**src/rtl/branch_predictor_pkg.sv**
```systemverilog
// Shared definitions for the branch predictor: 2-bit counter encodings and
// the default BTB depth.
package branch_predictor_pkg;

    typedef enum logic [1:0] {
        SNT = 2'b00,
        WNT = 2'b01,
        WT  = 2'b10,
        ST  = 2'b11
    } cnt_e;

    localparam int unsigned DEFAULT_ENTRIES = 16;

endpackage

```
**src/rtl/branch_predictor_sat_cnt2.sv**
```systemverilog
// Next-state logic for a 2-bit saturating direction counter.
module sat_cnt2
    import branch_predictor_pkg::*;
(
    input  logic [1:0] cnt,
    input  logic       taken,
    output logic [1:0] next_cnt
);

    always_comb begin
        next_cnt = cnt;
        if (taken) begin
            if (cnt != ST) next_cnt = cnt + 2'd1;
        end else begin
            if (cnt != SNT) next_cnt = cnt - 2'd1;
        end
    end

endmodule

```
**src/rtl/branch_predictor.sv**
```systemverilog
// Direct-mapped BTB with 2-bit direction counters, registered lookup and
// a saturating misprediction counter.
module branch_predictor
    import branch_predictor_pkg::*;
#(
    parameter int unsigned ENTRIES = DEFAULT_ENTRIES,
    parameter int unsigned IDX_W   = $clog2(ENTRIES)
) (
    input  logic        clk,
    input  logic        rst_n,
    input  logic        if_req,
    input  logic        if_stall,
    input  logic [31:0] if_pc,
    output logic        pred_valid,
    output logic        pred_taken,
    output logic [31:0] pred_target,
    input  logic        ex_is_jmp,
    input  logic [31:0] ex_pc,
    input  logic        ex_act_taken,
    input  logic [31:0] ex_act_target,
    input  logic        ex_flush_req,
    output logic [31:0] mispred_cnt
);

    localparam int unsigned TAG_W = 30 - IDX_W;

    logic [ENTRIES-1:0] valid_q;
    logic [TAG_W-1:0]   tag_q    [ENTRIES];
    logic [31:0]        target_q [ENTRIES];
    logic [1:0]         cnt_q    [ENTRIES];

    logic        pred_valid_q;
    logic        pred_taken_q;
    logic [31:0] pred_target_q;
    logic [31:0] mispred_q;

    logic unused_pc_bits;
    assign unused_pc_bits = ^{if_pc[1:0], ex_pc[1:0]};

    // Lookup path reads the arrays as they stand before this edge's update.
    logic [IDX_W-1:0] if_idx;
    logic [TAG_W-1:0] if_tag;
    logic             lk_hit;
    logic             lk_taken;
    logic [31:0]      lk_target;

    assign if_idx    = if_pc[IDX_W+1:2];
    assign if_tag    = if_pc[31:IDX_W+2];
    assign lk_hit    = valid_q[if_idx] && (tag_q[if_idx] == if_tag);
    assign lk_taken  = lk_hit && cnt_q[if_idx][1];
    assign lk_target = lk_taken ? target_q[if_idx] : if_pc + 32'd4;

    logic [IDX_W-1:0] ex_idx;
    logic [TAG_W-1:0] ex_tag;
    logic             ex_hit;
    logic [1:0]       ex_cnt_next;

    assign ex_idx = ex_pc[IDX_W+1:2];
    assign ex_tag = ex_pc[31:IDX_W+2];
    assign ex_hit = valid_q[ex_idx] && (tag_q[ex_idx] == ex_tag);

    sat_cnt2 u_sat_cnt2 (
        .cnt      (cnt_q[ex_idx]),
        .taken    (ex_act_taken),
        .next_cnt (ex_cnt_next)
    );

    always_ff @(posedge clk) begin
        if (!rst_n) begin
            valid_q <= '0;
            for (int i = 0; i < int'(ENTRIES); i++) cnt_q[i] <= WNT;
        end else if (ex_is_jmp) begin
            if (ex_hit) begin
                cnt_q[ex_idx] <= ex_cnt_next;
            end else if (ex_act_taken) begin
                valid_q[ex_idx] <= 1'b1;
                cnt_q[ex_idx]   <= WT;
            end
        end
    end

    // Tag and target carry no reset; the valid bits guard them.
    always_ff @(posedge clk) begin
        if (rst_n && ex_is_jmp && ex_act_taken) begin
            target_q[ex_idx] <= ex_act_target;
            if (!ex_hit) tag_q[ex_idx] <= ex_tag;
        end
    end

    always_ff @(posedge clk) begin
        if (!rst_n) begin
            pred_valid_q  <= 1'b0;
            pred_taken_q  <= 1'b0;
            pred_target_q <= '0;
        end else if (!if_stall) begin
            pred_valid_q <= if_req;
            if (if_req) begin
                pred_taken_q  <= lk_taken;
                pred_target_q <= lk_target;
            end else begin
                pred_taken_q  <= 1'b0;
            end
        end
    end

    always_ff @(posedge clk) begin
        if (!rst_n) begin
            mispred_q <= '0;
        end else if (ex_is_jmp && ex_flush_req && (mispred_q != '1)) begin
            mispred_q <= mispred_q + 32'd1;
        end
    end

    assign pred_valid  = pred_valid_q;
    assign pred_taken  = pred_taken_q;
    assign pred_target = pred_target_q;
    assign mispred_cnt = mispred_q;

endmodule

```
**config.mk**
```make
export PLATFORM = sky130hd
export DESIGN_NAME = branch_predictor
export DESIGN_NICKNAME = d
export VERILOG_FILES = /design/src/rtl/branch_predictor_pkg.sv /design/src/rtl/branch_predictor_sat_cnt2.sv /design/src/rtl/branch_predictor.sv
export SDC_FILE = /design/constraint.sdc
export NUM_CORES = 1
export LEC_CHECK = 0
export CORE_UTILIZATION = 45
export DETAILED_ROUTE_END_ITERATION = 12
export PLACE_DENSITY = 0.59
export REMOVE_ABC_BUFFERS = 1
export SYNTH_ARGS = -nofsm -noshare
export SYNTH_HDL_FRONTEND = slang
export SYNTH_HIERARCHICAL = 1
export SYNTH_SLANG_ARGS = --single-unit
```
**constraint.sdc**
```tcl
create_clock -name clk -period 5.9 [get_ports clk]
set_input_delay 1.18 -clock clk [delete_from_list [all_inputs] [get_ports clk]]
set_output_delay 1.18 -clock clk [all_outputs]
set_load 0.01 [all_outputs]
```
==> summary.md, run 1 <==
| Metric | Value |
|---|---|
| Outcome | `finished, violations left` |
| Failing checks | `DRC` |
| Sequential share of the synthesized area | `0.672` |
| Fmax | `216 MHz` |
| Final hold vios | `0` |
| Crit Path Category | `in2reg` |
| Clk sink count | `1042` |
| # hold bufs at CTS | `0` |
| Net Sw Frac | `0.221` |
| Clk_lat worst skew | `710 ps` |
| Final HPWL DP | `84400 um` |
| Layout cell share with drive strength beyond 1 | `0.272` |
| Final setup skew | `40.8 ps` |
| Grt ovf | `0` |
| GRT Overall Usage | `0.258` |
| Layout Utilization | `0.534` |
| Count of flip-flops with a built-in enable after synthesis | `960` |
| Post-synthesis register bit count | `1042` |
| Layout Nets | `2823` |
| Die area | `0.102 sq mm` |
| Synth top area share | `0.636` |
| Vias per cell | `6.26` |
| Final Critical Period | `4620 ps` |
| Post CTS Setup Buffer Count | `0` |
| Synth Instances | `2444` |
| Layout area overhead | `17.8%` |
| Starting density of the core | `0.454` |
| PortBufs | `166` |
| First DRT Iteration DRCs | `3074` |
| Crit path required time | `6500 ps` |
| Combinational share of power | `0.074` |
| Sw Pwr | `3600 uW` |
| Clock power frac | `0.426` |
| Max-slew headroom | `0.310` |
| Setup crit end kind | `flip-flop` |
| Mapped Area | `0.0454 sq mm` |
| Area leader, netlist | `edfxtp_1` |
| First-pass GRT wire length | `187000 um` |
| DR DRC count | `1` |
| GR Layer Usage met3 | `0.0758` |
| Synth Flop Type | `edfxtp_1` |
| Slew Viols, Final | `0` |
| PostCTS Resize Cnt | `0` |
| Antenna violations before repair | `7` |
| Die X-Extent | `319 um` |
| Reg power frac | `0.500` |
| Via count | `25700` |
| Largest net degree at the start of global routing | `83` |
| Synth cell types | `70` |
| Post-synth top cells | `edfxtp_1, mux4_2, nand2_1` |
| Wire per inst | `31.8 um` |
| Internal power | `12700 uW` |
| Ant. Diodes | `0` |
| Synth Warn # | `6` |
| Hold crit path type | `reg2reg` |
| H-tree levels | `3` |
| Met2 global-route usage | `0.415` |
| Arr. time, crit path | `5220 ps` |
| Final cell count without fillers | `4113` |
| Pwr dens | `305 mW/mm^2` |
| TritonCTS Buffers | `109` |
| Post-DRT Antenna Nets | `0` |
| Count leader, synth | `edfxtp_1` |
| RSZ-0062 raised after global routing | `no` |
| Tcrit/Tclk final | `0.783` |
| Die height | `319 um` |
| Syn avg cell area | `18.6 sq um` |
| Final Setup Violations | `0` |
| Leakage | `0.0170 uW` |
| Worst VDD drop | `226 uV` |
| FILL cells | `7821` |
| Clk buf depth | `3` |
| GRT busiest layer | `met2` |
| FF/Latch Area | `0.0305 sq mm` |
| Pwr Total | `16300 uW` |
| CP startpoint kind | `primary input` |
| I/O Pins | `169` |
| Drt pass-1 iters | `10` |
| Clock slew at reported path FFs | `60 ps` |
| Max-cap violation count | `0` |
| Post-Route WL | `131000 um` |
| Worst slew pin tran | `1030 ps` |
| Cell row count | `116` |
| Synth area leaders | `edfxtp_1, mux4_2, dfxtp_1` |
| Async S/R FF share, synth | `0` |
| Global-route met1 utilization | `0.337` |
| Core area | `0.100 sq mm` |
| CP max FO | `65` |
| Vias in the first global route | `26300` |
| Placed Cells incl. Taps | `3905` |
| Clock root buffer master | `clkbuf_16` |
| Area taken by multi-input logic gates | `0.0143 sq mm` |
| CTS tree | `built` |
| Placer congestion estimate | `1.01` |
## path summary, 6_finish.rpt
kind	startpoint	endpoint	depth (start not counted)	slack, ps
hold / removal	pred_target[25]$_SDFFE_PN0P_	pred_target[25]$_SDFFE_PN0P_	2	470
hold reg to reg	pred_target[25]$_SDFFE_PN0P_	pred_target[25]$_SDFFE_PN0P_	2	470
setup reg to reg	tag_q[15][18]$_DFFE_PP_	cnt_q[11][1]$_SDFFCE_PN0P_	10	2140
setup / recovery	if_pc[5]	pred_target[12]$_SDFFE_PN0P_	10	1280
## kinds of logic (layout without fill, tap and decap cells)
family,count (synthesis),count (layout),share of synthesized area
simple gates,424,424,0.0459
xor+xnor,119,119,0.0230
flops,1042,1042,0.672
buf+inv,178,549,0.0198
fa+ha+maj,4,4,0.00105
mux,474,474,0.207
compound gates,203,203,0.0319
## metrics by stage
step	setup TNS, ps	hold slack [ps]	cell area (sq um)	setup WS, ps
final	0	466	53400	1280
after detailed placement	0	451	49800	616
after floorplan	-21330	431	44500	-707
after global routing	0	499	53400	1130
after global placement	0	444	49800	679
after CTS	0	469	53400	1360
## worst max-delay path, cell delays in order
cell,delay (ps)
clkdlybuf4s50_1,780
clkinv_2,620
mux4_2,780
xor2_1,190
nor4_1,310
o2111ai_1,200
a2111oi_4,460
buf_12,350
nand3_1,150
o311ai_1,150
## cell usage in the layout (no fill, tap or decap), types with 32 or more instances in the layout
cell	count
o21ai_0	50
mux2i_1	87
xnor2_1	73
nand2_1	123
buf_12	42
clkbuf_16	111
nor2_4	32
nand3_1	85
buf_4	113
edfxtp_1	960
and2_1	32
dfxtp_1	82
xor2_1	46
mux4_2	367
nor2_1	40
clkdlybuf4s50_1	159
## sequential cells by signal (all words and copies together) (netlist names)
name         cells
mispred_cnt     32
target_q       512
pred_taken       1
cnt_q           32
tag_q          416
pred_target     32
valid_q         16
pred_valid       1
## power groups by stage
stage          Sequential [uW]  Combinational (uW)  Clock, uW
2_1_floorplan             8310                 522          0
3_3_place_gp              8310                1180          0
3_5_place_dp              8320                1190          0
4_1_cts                   8160                1200       7060
5_1_grt                   8170                1260       7330
6_report                  8170                1200       6950
## metal layers
layer  up-vias  share of wire
met5         -        0.00054
met4        12          0.031
met3       230          0.096
met2      1260           0.48
met1     13600           0.39
li1      10700              -
## cell type report
type	count	share of cell area
Tap cell	1298	0.0304
Timing Repair Buffer	318	0.0623
Sequential cell	1042	0.570
Clock buffer	152	0.0575
Multi-Input combinational cell	1224	0.267
Inverter	23	0.00164
Clock inverter	56	0.0110
No activity file was read; power rests on OpenSTA's default activity.
==> run 2, diff against run 1 <==
==> constraint.sdc (replaced) <==
create_clock -name clk -period 4.7 [get_ports clk]
set_input_delay 0.94 -clock clk [delete_from_list [all_inputs] [get_ports clk]]
set_output_delay 0.94 -clock clk [all_outputs]
set_load 0.01 [all_outputs]
==> run 2 against run 1 <==
The flow now finishes without violations; first-iteration DRC count down 14%; worst hold slack improved by 4.9 ps; clock power is 23% higher; power rose by 25%; routed wire length is 0.51% higher; clock skew shrank 12 ps; critical path depth is 5 higher; die area unchanged; combinational power grew 32%; core utilization up 0.55 points; non-clock buffer count increased by 66; critical path type unchanged; highest routed layer unchanged.
==> summary.md, run 2 (synthesized netlist as in run 1, its figures left out) <==
| Metric | Value |
|---|---|
| Outcome | `finished clean` |
| Hold Crit Endpoint | `pred_target[30]$_SDFFE_PN0P_` |
| Final worst-path setup slack | `617 ps` |
| Tcrit/Tclk final | `0.869` |
| Clk sink count | `1042` |
| Largest regs | `target_q (512), tag_q (416)` |
| Post CTS Setup Buffer Count | `0` |
| CTS tree | `built` |
| Starting density of the core | `0.454` |
| Fmax | `245 MHz` |
| Origin of the critical flop-to-flop path | `tag_q[8][12]$_DFFE_PP_` |
| Final HPWL DP | `86000 um` |
| # hold bufs at CTS | `0` |
| Final Critical Period | `4080 ps` |
| Area post-placement | `0.0504 sq mm` |
| Crit path cell chain | `buf_6, buf_12, buf_4, nor2b_1, a22o_1, o31ai_1, a2111oi_0, buf_4, nand4_1, a21oi_2, buf_4, a31oi_1, nand2b_1, buf_12, o21ai_0` |
| Combinational share of power | `0.077` |
| Clock power frac | `0.419` |
| Reg power frac | `0.503` |
| Final cell count without fillers | `4173` |
| Crit-path slowest cell | `a2111oi_0` |
| PortBufs | `166` |
| Vias per cell | `6.19` |
| Final hold vios | `0` |
| Drt pass-1 iters | `6` |
| Die area | `0.102 sq mm` |
| Max-slew headroom | `0.294` |
| First DRT Iteration DRCs | `2651` |
| DR DRC count | `0` |
| Final Setup Violations | `0` |
| Placer congestion estimate | `0.982` |
| Via count | `25800` |
| Clk buf depth | `3` |
| Commonest cells after routing, fill and taps aside | `edfxtp_1, mux4_2, buf_4, clkdlybuf4s50_1, nand2_1` |
| Antenna violations before repair | `4` |
| Worst reg-to-reg path cell count | `11` |
| RSZ-0062 raised after global routing | `no` |
| Final TNS setup | `0 ps` |
| TritonCTS Buffers | `107` |
| Cell row count | `116` |
| Commonest non-fill, non-tap cell in the layout | `edfxtp_1` |
| Post-DRT Antenna Nets | `0` |
| R2R Setup Slk | `950 ps` |
| GRT Overall Usage | `0.259` |
| Setup crit end kind | `flip-flop` |
| Placed Cells incl. Taps | `3971` |
| Internal power | `15800 uW` |
| Hold depth | `2` |
| Number of flip-flops under the largest register name | `512` |
| Layout cell share with drive strength beyond 1 | `0.289` |
| Grt ovf | `0` |
| PostCTS Resize Cnt | `0` |
| Crit path required time | `5070 ps` |
| H-tree levels | `3` |
| Post-Place Worst Slack | `-14.5 ps` |
| Hold crit path type | `reg2reg` |
| Slew Viols, Final | `0` |
| Final setup skew | `29.2 ps` |
| Max stage delay on crit path | `490 ps` |
| Net Sw Frac | `0.222` |
| Clock root buffer master | `clkbuf_16` |
| Final Instance Area | `0.0540 sq mm` |
| Wire per inst | `31.5 um` |
| Die X-Extent | `319 um` |
| Most used cell, CP | `buf_4` |
| Layout area overhead | `19.0%` |
| Arr. time, crit path | `4450 ps` |
| First-pass GRT wire length | `190000 um` |
| Vias in the first global route | `26700` |
| Worst slew pin tran | `1060 ps` |
| CP max FO | `22` |
| Worst VDD drop | `437 uV` |
| Hold path start | `pred_target[30]$_SDFFE_PN0P_` |
| Layout Nets | `2887` |
| Max-cap violation count | `0` |
| Largest net degree at the start of global routing | `54` |
| CP startpoint kind | `primary input` |
| Crit Path Category | `in2reg` |
| Core area | `0.100 sq mm` |
| Leakage | `0.0173 uW` |
| Clock slew at reported path FFs | `60 ps` |
| I/O Pins | `169` |
| Worst r2r dst | `cnt_q[13][1]$_SDFFCE_PN0P_` |
| Post-Route WL | `131000 um` |
| Pwr dens | `377 mW/mm^2` |
| Die height | `319 um` |
| Hold_ws | `471 ps` |
| Sw Pwr | `4520 uW` |
| Top reg by flops | `target_q` |
| Clk_lat worst skew | `700 ps` |
## run 2: cell type report
cell class | count | area, sq um
clock buffers | 139 | 2930
clock inverters | 61 | 597
multi-input cells | 1224 | 14300
diodes | 2 | 5.00
flip-flops and latches | 1042 | 30500
well taps | 1298 | 1620
fillers | 7760 | 46000
inverters | 23 | 87.6
repair buffers | 384 | 4000
## run 2: worst max-delay path: cells and delay by family
kind	cells	cell delay, ps
compound gates	6	1420
buf+inv	6	1290
simple gates	3	730
## run 2: how the worst max path moves through the flow
stage | start | end | cells past startpoint | slack [ps]
floorplan | if_pc[5] | pred_target[0]$_SDFFE_PN0P_ | 8 | -1670
global placement | ex_pc[3] | tag_q[2][5]$_DFFE_PP_ | 16 | 4
detailed placement | ex_pc[3] | cnt_q[9][1]$_SDFFCE_PN0P_ | 15 | -10
CTS | ex_pc[3] | cnt_q[9][1]$_SDFFCE_PN0P_ | 15 | 700
global route | ex_pc[3] | cnt_q[9][0]$_SDFFCE_PN1P_ | 15 | 530
finish | ex_pc[3] | cnt_q[13][1]$_SDFFCE_PN0P_ | 15 | 620
## run 2: per-stage QoR
step	utilization	total power, uW
global placement	0.504	12000
finish	0.540	20400
floorplan	-	11100
CTS	0.540	20500
detailed placement	0.504	12000
global route	0.540	20900
## run 2: power groups by stage
stage | sequential, uW | clock, uW | combinational, uW
3_3_place_gp | 10400 | 0 | 1550
3_5_place_dp | 10400 | 0 | 1570
6_report | 10200 | 8540 | 1580
4_1_cts | 10200 | 8680 | 1570
5_1_grt | 10300 | 9010 | 1660
2_1_floorplan | 10400 | 0 | 655
## run 2: routing by layer
metal | wire (um) | GRT usage
met2 | 63500 | 0.420
met1 | 53400 | 0.353
met4 | 3180 | 0.0694
met3 | 11200 | 0.0599
met5 | 41 | 0
